## config.mk

```make
export PLATFORM = sky130hd
export DESIGN_NAME = vdp_crtc
export DESIGN_NICKNAME = d
export VERILOG_FILES = /design/src/rtl/vdp_crtc.sv
export SDC_FILE = /design/constraint.sdc
export NUM_CORES = 1
export LEC_CHECK = 0
export ABC_AREA = 1
export BUFFER_PORTS_ARGS = -buffer_cell sky130_fd_sc_hd__buf_4
export CAP_MARGIN = 25
export CORE_AREA = 2 2 127 191
export CTS_CLUSTER_SIZE = 20
export DETAILED_ROUTE_END_ITERATION = 8
export DIE_AREA = 0 0 129 193
export PLACE_DENSITY_LB_ADDON = 0.3
export SYNTH_ARGS = -nofsm -noshare
export SYNTH_HDL_FRONTEND = slang
export SYNTH_SLANG_ARGS = --single-unit
```

## constraint.sdc

```tcl
create_clock -name clk_i -period 2.34 [get_ports clk_i]
set_input_delay 0.234 -clock clk_i [delete_from_list [all_inputs] [get_ports clk_i]]
set_output_delay 0.234 -clock clk_i [all_outputs]
set_load 0.005 [all_outputs]
```

## src/rtl/vdp_crtc.sv

```systemverilog
// rtl/vdp_crtc.sv - CPU-programmable video timing generator (CRTC)
//
// Purpose: generates pixel/line counters, display enable, polarity-programmable
// syncs, line/frame strobes and a maskable scanline/vblank interrupt from a
// register file loaded over a two-step (select, then data) CPU port.
//
// Ports:
//   clk_i          system clock
//   reset_i        synchronous, active-high reset
//   mode_i         0 = register-select access, 1 = register data access
//   write_i        CPU write strobe, commits on its falling edge
//   data_in_i      CPU write data
//   data_out_o     readback of the selected register (1-clock latency)
//   h_count_o      current pixel in line
//   v_count_o      current line in frame
//   de_o           display enable (registered)
//   hsync_o        horizontal sync, polarity applied
//   vsync_o        vertical sync, polarity applied
//   pixel_tick_o   one-clock pulse per pixel
//   line_start_o   pulse when h_count wraps to 0
//   frame_start_o  pulse when h_count and v_count both wrap to 0
//   irq_o          level interrupt

module vdp_crtc #(
  parameter int CW      = 11,
  parameter int SW      = 8,
  parameter int PIX_DIV = 2
) (
  input  logic          clk_i,
  input  logic          reset_i,
  input  logic          mode_i,
  input  logic          write_i,
  input  logic [7:0]    data_in_i,
  output logic [7:0]    data_out_o,
  output logic [CW-1:0] h_count_o,
  output logic [CW-1:0] v_count_o,
  output logic          de_o,
  output logic          hsync_o,
  output logic          vsync_o,
  output logic          pixel_tick_o,
  output logic          line_start_o,
  output logic          frame_start_o,
  output logic          irq_o
);

  localparam int DW = (PIX_DIV > 1) ? $clog2(PIX_DIV) : 1;
  localparam logic [DW-1:0] DIV_LAST = DW'(PIX_DIV - 1);

  localparam logic [CW-1:0] H_TOT_RST  = CW'(1087);
  localparam logic [CW-1:0] H_DISP_RST = CW'(847);
  localparam logic [CW-1:0] H_SS_RST   = CW'(863);
  localparam logic [SW-1:0] H_SL_RST   = SW'(111);
  localparam logic [CW-1:0] V_TOT_RST  = CW'(516);
  localparam logic [CW-1:0] V_DISP_RST = CW'(479);
  localparam logic [CW-1:0] V_SS_RST   = CW'(485);
  localparam logic [SW-1:0] V_SL_RST   = SW'(7);

  // CPU port
  logic          mode_q, mode_d, write_q, write_d;
  logic [7:0]    data_q, data_d, sel_q, sel_d, dout_q, dout_d;
  // timing registers (stored minus-one)
  logic [CW-1:0] h_tot_q, h_tot_d, h_disp_q, h_disp_d, h_ss_q, h_ss_d;
  logic [CW-1:0] v_tot_q, v_tot_d, v_disp_q, v_disp_d, v_ss_q, v_ss_d;
  logic [SW-1:0] h_sl_q, h_sl_d, v_sl_q, v_sl_d;
  logic [CW-1:0] lcmp_q, lcmp_d;
  logic          hpol_q, hpol_d, vpol_q, vpol_d, lien_q, lien_d;
  logic          fien_q, fien_d, en_q, en_d;
  logic          pl_q, pl_d, pf_q, pf_d, irq_q, irq_d;
  // timing state
  logic [DW-1:0] div_q, div_d;
  logic [CW-1:0] h_q, h_d, v_q, v_d;
  logic [SW:0]   hs_cnt_q, hs_cnt_d, vs_cnt_q, vs_cnt_d;
  logic          de_q, de_d, ls_q, ls_d, fs_q, fs_d;
  // set while disabled so the first tick after enabling emits the
  // frame/line strobes at pixel 0, line 0 instead of advancing
  logic          restart_q, restart_d;

  logic          commit, tick, in_vblank;
  logic          line_ev, frame_ev, set_line, set_frame, clr_line, clr_frame;
  logic [CW-1:0] h_nx, v_nx;

  function automatic logic [7:0] hi8(input logic [CW-1:0] x);
    return 8'(x >> 8);
  endfunction

  assign tick      = en_q && (div_q == DIV_LAST);
  assign in_vblank = v_q > v_disp_q;

  always_comb begin
    mode_d    = mode_i;
    write_d   = write_i;
    data_d    = data_in_i;
    sel_d     = sel_q;
    h_tot_d   = h_tot_q;
    h_disp_d  = h_disp_q;
    h_ss_d    = h_ss_q;
    h_sl_d    = h_sl_q;
    v_tot_d   = v_tot_q;
    v_disp_d  = v_disp_q;
    v_ss_d    = v_ss_q;
    v_sl_d    = v_sl_q;
    lcmp_d    = lcmp_q;
    hpol_d    = hpol_q;
    vpol_d    = vpol_q;
    lien_d    = lien_q;
    fien_d    = fien_q;
    en_d      = en_q;
    div_d     = div_q;
    h_d       = h_q;
    v_d       = v_q;
    hs_cnt_d  = hs_cnt_q;
    vs_cnt_d  = vs_cnt_q;
    de_d      = 1'b0;
    ls_d      = 1'b0;
    fs_d      = 1'b0;
    restart_d = restart_q;
    h_nx      = h_q;
    v_nx      = v_q;
    line_ev   = 1'b0;
    frame_ev  = 1'b0;
    set_line  = 1'b0;
    set_frame = 1'b0;
    clr_line  = 1'b0;
    clr_frame = 1'b0;

    // commit on the falling edge of the registered write strobe
    commit = write_q && !write_i;
    if (commit && !mode_q) begin
      sel_d = data_q;
    end else if (commit && mode_q) begin
      case (sel_q)
        8'd0:  h_tot_d[7:0]     = data_q;
        8'd1:  h_tot_d[CW-1:8]  = data_q[CW-9:0];
        8'd2:  h_disp_d[7:0]    = data_q;
        8'd3:  h_disp_d[CW-1:8] = data_q[CW-9:0];
        8'd4:  h_ss_d[7:0]      = data_q;
        8'd5:  h_ss_d[CW-1:8]   = data_q[CW-9:0];
        8'd6:  h_sl_d           = SW'(data_q);
        8'd7:  v_tot_d[7:0]     = data_q;
        8'd8:  v_tot_d[CW-1:8]  = data_q[CW-9:0];
        8'd9:  v_disp_d[7:0]    = data_q;
        8'd10: v_disp_d[CW-1:8] = data_q[CW-9:0];
        8'd11: v_ss_d[7:0]      = data_q;
        8'd12: v_ss_d[CW-1:8]   = data_q[CW-9:0];
        8'd13: v_sl_d           = SW'(data_q);
        8'd14: begin
          hpol_d = data_q[0];
          vpol_d = data_q[1];
          lien_d = data_q[2];
          fien_d = data_q[3];
          en_d   = data_q[7];
        end
        8'd15: lcmp_d[7:0]      = data_q;
        8'd16: lcmp_d[CW-1:8]   = data_q[CW-9:0];
        8'd17: begin
          clr_line  = data_q[0];
          clr_frame = data_q[1];
        end
        default: ;
      endcase
    end

    if (!en_q) begin
      div_d     = '0;
      h_d       = '0;
      v_d       = '0;
      hs_cnt_d  = '0;
      vs_cnt_d  = '0;
      restart_d = 1'b1;
    end else begin
      div_d = tick ? '0 : div_q + 1'b1;
      de_d  = (h_q <= h_disp_q) && (v_q <= v_disp_q);
      if (tick) begin
        if (restart_q) begin
          h_nx      = '0;
          v_nx      = '0;
          line_ev   = 1'b1;
          frame_ev  = 1'b1;
          restart_d = 1'b0;
        end else begin
          // >= so a total written below the current count wraps at once
          line_ev = h_q >= h_tot_q;
          h_nx    = line_ev ? '0 : h_q + 1'b1;
          if (line_ev) begin
            frame_ev = v_q >= v_tot_q;
            v_nx     = frame_ev ? '0 : v_q + 1'b1;
          end
        end
        h_d  = h_nx;
        v_d  = v_nx;
        ls_d = line_ev;
        fs_d = frame_ev;
        // sync down-counters: loaded with length+1 on reaching the start
        // position, so a sync can run across the wrap
        if (h_nx == h_ss_q) begin
          hs_cnt_d = {1'b0, h_sl_q} + 1'b1;
        end else if (hs_cnt_q != '0) begin
          hs_cnt_d = hs_cnt_q - 1'b1;
        end
        if (line_ev) begin
          if (v_nx == v_ss_q) begin
            vs_cnt_d = {1'b0, v_sl_q} + 1'b1;
          end else if (vs_cnt_q != '0) begin
            vs_cnt_d = vs_cnt_q - 1'b1;
          end
          set_line  = v_nx == lcmp_q;
          set_frame = v_nx == v_disp_q + 1'b1;
        end
      end
    end

    // a set in the same clock as a CPU clear wins
    pl_d  = set_line || (pl_q && !clr_line);
    pf_d  = set_frame || (pf_q && !clr_frame);
    irq_d = (pl_q && lien_q) || (pf_q && fien_q);

    case (sel_q)
      8'd0:  dout_d = h_tot_q[7:0];
      8'd1:  dout_d = hi8(h_tot_q);
      8'd2:  dout_d = h_disp_q[7:0];
      8'd3:  dout_d = hi8(h_disp_q);
      8'd4:  dout_d = h_ss_q[7:0];
      8'd5:  dout_d = hi8(h_ss_q);
      8'd6:  dout_d = 8'(h_sl_q);
      8'd7:  dout_d = v_tot_q[7:0];
      8'd8:  dout_d = hi8(v_tot_q);
      8'd9:  dout_d = v_disp_q[7:0];
      8'd10: dout_d = hi8(v_disp_q);
      8'd11: dout_d = v_ss_q[7:0];
      8'd12: dout_d = hi8(v_ss_q);
      8'd13: dout_d = 8'(v_sl_q);
      8'd14: dout_d = {en_q, 3'b000, fien_q, lien_q, vpol_q, hpol_q};
      8'd15: dout_d = lcmp_q[7:0];
      8'd16: dout_d = hi8(lcmp_q);
      8'd17: dout_d = {5'b00000, in_vblank, pf_q, pl_q};
      default: dout_d = 8'h00;
    endcase
  end

  always_ff @(posedge clk_i) begin
    if (reset_i) begin
      mode_q    <= 1'b0;
      write_q   <= 1'b0;
      data_q    <= 8'h00;
      sel_q     <= 8'h00;
      dout_q    <= 8'h00;
      h_tot_q   <= H_TOT_RST;
      h_disp_q  <= H_DISP_RST;
      h_ss_q    <= H_SS_RST;
      h_sl_q    <= H_SL_RST;
      v_tot_q   <= V_TOT_RST;
      v_disp_q  <= V_DISP_RST;
      v_ss_q    <= V_SS_RST;
      v_sl_q    <= V_SL_RST;
      lcmp_q    <= '0;
      hpol_q    <= 1'b1;
      vpol_q    <= 1'b1;
      lien_q    <= 1'b0;
      fien_q    <= 1'b0;
      en_q      <= 1'b1;
      pl_q      <= 1'b0;
      pf_q      <= 1'b0;
      irq_q     <= 1'b0;
      div_q     <= '0;
      h_q       <= '0;
      v_q       <= '0;
      hs_cnt_q  <= '0;
      vs_cnt_q  <= '0;
      de_q      <= 1'b0;
      ls_q      <= 1'b0;
      fs_q      <= 1'b0;
      restart_q <= 1'b0;
    end else begin
      mode_q    <= mode_d;
      write_q   <= write_d;
      data_q    <= data_d;
      sel_q     <= sel_d;
      dout_q    <= dout_d;
      h_tot_q   <= h_tot_d;
      h_disp_q  <= h_disp_d;
      h_ss_q    <= h_ss_d;
      h_sl_q    <= h_sl_d;
      v_tot_q   <= v_tot_d;
      v_disp_q  <= v_disp_d;
      v_ss_q    <= v_ss_d;
      v_sl_q    <= v_sl_d;
      lcmp_q    <= lcmp_d;
      hpol_q    <= hpol_d;
      vpol_q    <= vpol_d;
      lien_q    <= lien_d;
      fien_q    <= fien_d;
      en_q      <= en_d;
      pl_q      <= pl_d;
      pf_q      <= pf_d;
      irq_q     <= irq_d;
      div_q     <= div_d;
      h_q       <= h_d;
      v_q       <= v_d;
      hs_cnt_q  <= hs_cnt_d;
      vs_cnt_q  <= vs_cnt_d;
      de_q      <= de_d;
      ls_q      <= ls_d;
      fs_q      <= fs_d;
      restart_q <= restart_d;
    end
  end

  assign data_out_o    = dout_q;
  assign h_count_o     = h_q;
  assign v_count_o     = v_q;
  assign de_o          = de_q;
  assign hsync_o       = hpol_q ? (hs_cnt_q != '0) : (hs_cnt_q == '0);
  assign vsync_o       = vpol_q ? (vs_cnt_q != '0) : (vs_cnt_q == '0);
  assign pixel_tick_o  = tick;
  assign line_start_o  = ls_q;
  assign frame_start_o = fs_q;
  assign irq_o         = irq_q;

endmodule

```

## Word level (Yosys, flattened, before mapping)

Cells that the tools add are included.

| storage, ports and cells | value |
|---|---|
| flip-flop bits (word level) | 172 |
| output and inout port bits | 37 |
| input bits | 12 |
| word-level logic and storage cells | 156 |

| cells by class | value |
|---|---|
| eq/ne operators | 22 |
| magnitude comparators | 5 |
| bitwise gates (word level) | 3 |
| reduce and logical (&&, ||, !) cells | 45 |
| muxes and demuxes | 35 |
| $add $sub $neg | 8 |

Operators by type and width:

| kind | count |
|---|---|
| $pmux 8 s18 | 1 |
| $mux 11 | 9 |
| $eq 8x4->1 const B | 8 |
| $reduce_and 3->1 | 18 |
| $eq 11x11->1 | 4 |
| $mux 9 | 4 |
| $add 11x1->11 const B | 3 |
| $eq 8x3->1 const B | 4 |
| $ge 11x11->1 | 2 |
| $le 11x11->1 | 2 |
| $mux 1 | 21 |
| $add 8x1->9 const B | 2 |
| $logic_not 9->1 | 2 |
| $reduce_bool 9->1 | 2 |
| $sub 9x1->9 const B | 2 |
| $eq 8x2->1 const B | 2 |
| $eq 8x5->1 const B | 2 |
| $gt 11x11->1 | 1 |
| $logic_and 1x1->1 | 9 |
| $eq 8x1->1 const B | 1 |
| $logic_not 8->1 | 1 |
| $reduce_or 3->1 | 2 |
| $logic_not 1->1 | 4 |
| $reduce_bool 2->1 | 2 |
| 6 further kinds | 10 |

## Longest topological paths before layout

| logic depth | value |
|---|---|
| word-level depth | 11 |
| gate-level depth with buffers | 24 |
| depth with buffers taken out | 23 |

## Worst setup path before layout

No wires, ideal clock.

| path | value |
|---|---|
| kind | reg-to-reg |
| start | register h_q[2], in the netlist h_count_o[2] |
| end | register hs_cnt_q[3] |
| path buffers | 1 |
| clock period less this slack | 2587 ps |
| setup time | 128 ps |
| data required time | 2212 ps |
| cell stages (with the launch flop) | 19 |
| arrival time | 2460 ps |
| setup slack | -247 ps |
| path through | dfxtp_1 ha_1 nand2_1 nand2_1 nor2_2 nor2_2 nor2_2 nand3_4 inv_4 buf_8 nand2_1 xor2_2 nand3_2 nor2_4 nand2_4 a21oi_4 nand2_1 nand2_1 nor2_1 |

| between the ends | value |
|---|---|
| longest elaborated chain between the ends | 8 |
| elaborated cells on any way between the ends | 10 |
| those cells by class | add/sub (1); order compare (1); eq/ne (1); mux (5); reduce/logical (2) |

RTL lines:

| item | line | RTL |
|---|---|---|
| start, declared | 71 | `logic [CW-1:0] h_q, h_d, v_q, v_d;` |
| start signal, assigned | 265 | `h_q <= '0;` |
| start signal, assigned | 297 | `h_q <= h_d;` |
| $add 11x1->11 / $ge 11x11->1 (equally long branches) | 183, 182 |  |
| $mux 11 * | 183 | `h_nx = line_ev ? '0 : h_q + 1'b1;` |
| $mux 11 * | 174 | `if (restart_q) begin` |
| $mux 11 * | 173 | `if (tick) begin` |
| $mux 11 * | 163 | `if (!en_q) begin` |
| $eq 11x11->1 * | 195 | `if (h_nx == h_ss_q) begin` |
| $reduce_bool 2->1 (no line) | n/a |  |
| $reduce_and 2->1 (no line) | n/a |  |
| end signal, assigned | 299 | `hs_cnt_q <= hs_cnt_d;` |
| end, declared | 72 | `logic [SW:0] hs_cnt_q, hs_cnt_d, vs_cnt_q, vs_cnt_d;` |

Every way passes the cells marked *; elsewhere a longest branch is shown, timed or not. The select of a mux whose other input is x is not followed.
A chain may end at the register's enable or synchronous reset.

## Worst setup path after layout

| path | value |
|---|---|
| start | register h_q[5], in the netlist h_count_o[5] |
| end | register hs_cnt_q[3] |

Same word-level chain as after synthesis.

==> out/qor.txt <==
Status -> finished with violations
Failing checks -> setup timing
Post-place setup slack -> -442 ps
Vias in the first global route -> 10960
WP data required -> 2650 ps
H-tree depth -> 4
Fin. max-slew vios -> 0
CP max-delay cell -> dfxtp_4
Largest net degree at the start of global routing -> 56
# IOs -> 49
Crit-path max FO -> 8
Clk Tree Root Cell -> clkbuf_16
Met2 Resource Use GR -> 56.0%
Top cell by count, worst path -> nand2_1
Top cells by area, synth -> dfxtp_1 (33%), nand2_1 (11%), inv_1 (7.8%)
Crit path from -> h_count_o[5]
Clock buffer depth -> 2
Peak Freq -> 0.361 GHz
Initial DRC count -> 992
#FFs+latches synth -> 172
Post-route clock skew -> 15.8 ps
CP peak stage delay -> 360 ps
Clk network pwr share -> 34.9%
# rows -> 69
Worst-margin pin slew -> 827 ps
Post-route cell area -> 13800 µm²
Initial core utilization -> 44.0%
DRC viols -> 0
Syn Std Cell Area -> 10300 µm²
Count leader, synth -> nand2_1
Layout Nets -> 1757
Combinational power share -> 28.7%
Total CTS buffers -> 17
Placed cell area -> 12300 µm²
DR vias -> 11273
Setup WS post-layout -> -427 ps
GR met1 Demand/Resource -> 33.9%
Internal power -> 5890 µW
DIE HEIGHT -> 193 µm
Total Die Area -> 24900 µm²
Clock-pin slew of the registers on the worst-case setup and hold paths -> 70 ps
First-pass GRT wire length -> 59600 µm
WP buf/inv -> 3
Yosys top cell by area -> dfxtp_1
Psw -> 2880 µW
Max_cap viols -> 0
Area grow syn2layout -> 33.7%
Pleak -> 0.00636 µW
Post-DRT Antenna Nets -> 0
R2R Path End -> hs_cnt_q[3]
Hold path start -> data_in_i[1]
GPL Wtd Cong -> 1.05
Synth Flop Type -> dfxtp_1
Tcrit/Tclk final -> 118%
Cells after synthesis -> 1480
Skew-Pair Late Insertion Delay -> 460 ps
RSZ-0062 raised after global routing -> true
Yosys warns -> 0
Final WL -> 40000 µm
Pre-antenna DRT Iters -> 6
Post-synth EDFFs -> 0
Worst hold endpoint -> data_q[1]
Worst hold path depth -> 3
Top-area cell type share of the netlist area -> 33.5%
Drt wl/cell -> 19.8 µm
Slew HR -> 44.8%
Worst vdd ir -> 539 µV
Reg2reg path depth -> 19
Critical Path, Cell by Cell -> ha_4 -> nand2_4 -> inv_1 -> nand2_2 -> nand2_1 -> nand2_1 -> o21ai_2 -> nor2_4 -> buf_6 -> nand4_1 -> xor2_2 -> inv_1 -> nand2_2 -> nor2_4 -> nand2_4 -> a21oi_4 -> nand2_1 -> nand2_1 -> nor2_1
Top Usage Layer GRT -> met2
PortBufs -> 48
Top post-synthesis cells by count -> nand2_1 (310), inv_1 (215), dfxtp_1 (172)
N_diodes -> 0
Clock sinks -> 172
Syn_nets -> 1543
DP Wirelength -> 30300 µm
RR Startpoint -> h_count_o[5]
GRT overflow -> 0
Setup-failing EPs final -> 20
Unique cell type count in the Yosys netlist -> 55
Avg Inst Size Synth -> 6.95 µm²
Layout cell share with drive strength beyond 1 -> 28.4%
Sequential share of power -> 36.3%
Final min period -> 2770 ps
Total power -> 8770 µW
Switching power share of the total -> 32.8%
Hold WC Path Type -> in2reg
Pwr/cell area -> 638 nW/µm²
Top Family by Delay on Critical Path -> simple AND/OR/NAND/NOR gates
Post-synthesis sequential area ratio -> 33.5%
Die X -> 129 µm
Sum Neg Setup Slack -> -6680 ps
CTS tree -> yes
Worst R2R Setup Slack -> -430 ps
GR Layer Usage met3 -> 4.44%
Initial antenna violation count -> 0
Hold Fails Final Rpt -> 0
Total track usage -> 32.0%
Avg Vias per Cell -> 5.56
Crit Path Class -> reg2reg
Async SR Flop Fraction -> 0%
Core Area -> 23400 µm²
CP endpoint kind -> flip-flop
CP Launch Type -> flip-flop
WP data arrival -> 3080 ps
## layout by cell type, fill, tap and decap left out, types with 8 or more instances in the layout
master and instances:
o221ai_1 13, nand4_1 24, inv_1 191, nor3_1 17
a21oi_2 11, nand2_4 14, xor2_1 45, o22ai_1 23
buf_4 214, o211ai_1 36, xor2_2 8, nand2_1 270
nand3_1 56, a21oi_1 112, nand3_2 16, nor2_1 117
nand2_2 42, inv_2 23, buf_6 9, ha_1 31
clkbuf_16 17, nor2_2 14, dlygate4sd3_1 8, dfxtp_1 134
dfxtp_2 31, o21ai_0 92, nor2_4 15, ha_4 20
## power groups by stage
| stage | clock network, µW | registers (µW) | logic (µW) |
|---|---|---|---|
| 4_1_cts | 3080 | 3170 | 2190 |
| 2_1_floorplan | 0 | 3230 | 1150 |
| 5_1_grt | 3200 | 3200 | 2720 |
| 3_5_place_dp | 0 | 3230 | 1940 |
| 3_3_place_gp | 0 | 3220 | 1920 |
| 6_report | 3060 | 3190 | 2520 |
## flip-flops by register name (all words and copies together), names as in the netlist, 9 cells and up
name	cells
h_count_o	11
h_disp_q	11
h_ss_q	11
h_tot_q	11
lcmp_q	11
v_count_o	11
v_disp_q	11
v_ss_q	11
v_tot_q	11
hs_cnt_q	9
vs_cnt_q	9
## stage by stage
| stage | hold slack (ps) | util [%] | cells |
|---|---|---|---|
| after floorplan | 341 | - | 1480 |
| after detailed placement | 442 | 52.4 | 1965 |
| after CTS | 3.31 | 57.2 | 2018 |
| after global placement | 433 | 52.4 | 1965 |
| after global routing | 25.1 | 58.8 | 2026 |
| final | 4.93 | 58.8 | 2026 |
## tightest hold or removal path, delay by kind of cell
kind,cells,cell delay [ps]
buf+inv,2,100
simple gates,1,80
## cell type report
class	count	area, µm²
repair inverters	1	8.76
clock buffers	18	439
flip-flops and latches	172	3510
inverters	218	831
fillers	2181	9640
repair buffers	234	1840
well taps	319	399
multi-input cells	1050	6550
clock inverters	14	180
## cell families (layout without fill, tap and decap cells)
kind of cell,Yosys count,count (layout),share of synthesized area [%]
flops,172,172,33.5
xor+xnor,61,61,5.41
simple gates,605,607,26.1
fa+ha+maj,51,51,6.20
buf+inv,260,485,9.97
compound gates,331,331,18.8
## routing by layer
metal / vias up / share of wire, %
li1: 5339 / -
met2: 522 / 49
met1: 5231 / 36
met5: - / 0
met4: 0 / 9.5
met3: 181 / 6.1
## worst max path at each step
stage	endpoint	slack (ps)	cells after the start
CTS	hs_cnt_q[3]	-280	17
global placement	vs_cnt_q[0]	-330	20
detailed placement	vs_cnt_q[0]	-440	20
global route	hs_cnt_q[3]	-550	19
floorplan	hs_cnt_q[3]	-130	21
finish	hs_cnt_q[3]	-430	19
## what timing repair did
item | CTS | global route
hold buffers | 8 | 0
pin swaps | 41 | 49
buffers inserted | 10 | 7
resized for setup | 97 | 84
cloned | 3 | 1
hold endpoints to repair | 8 | 0
endpoints found under the setup margin | 24 | 37
Note: power is estimated with default switching activity, not from simulation.
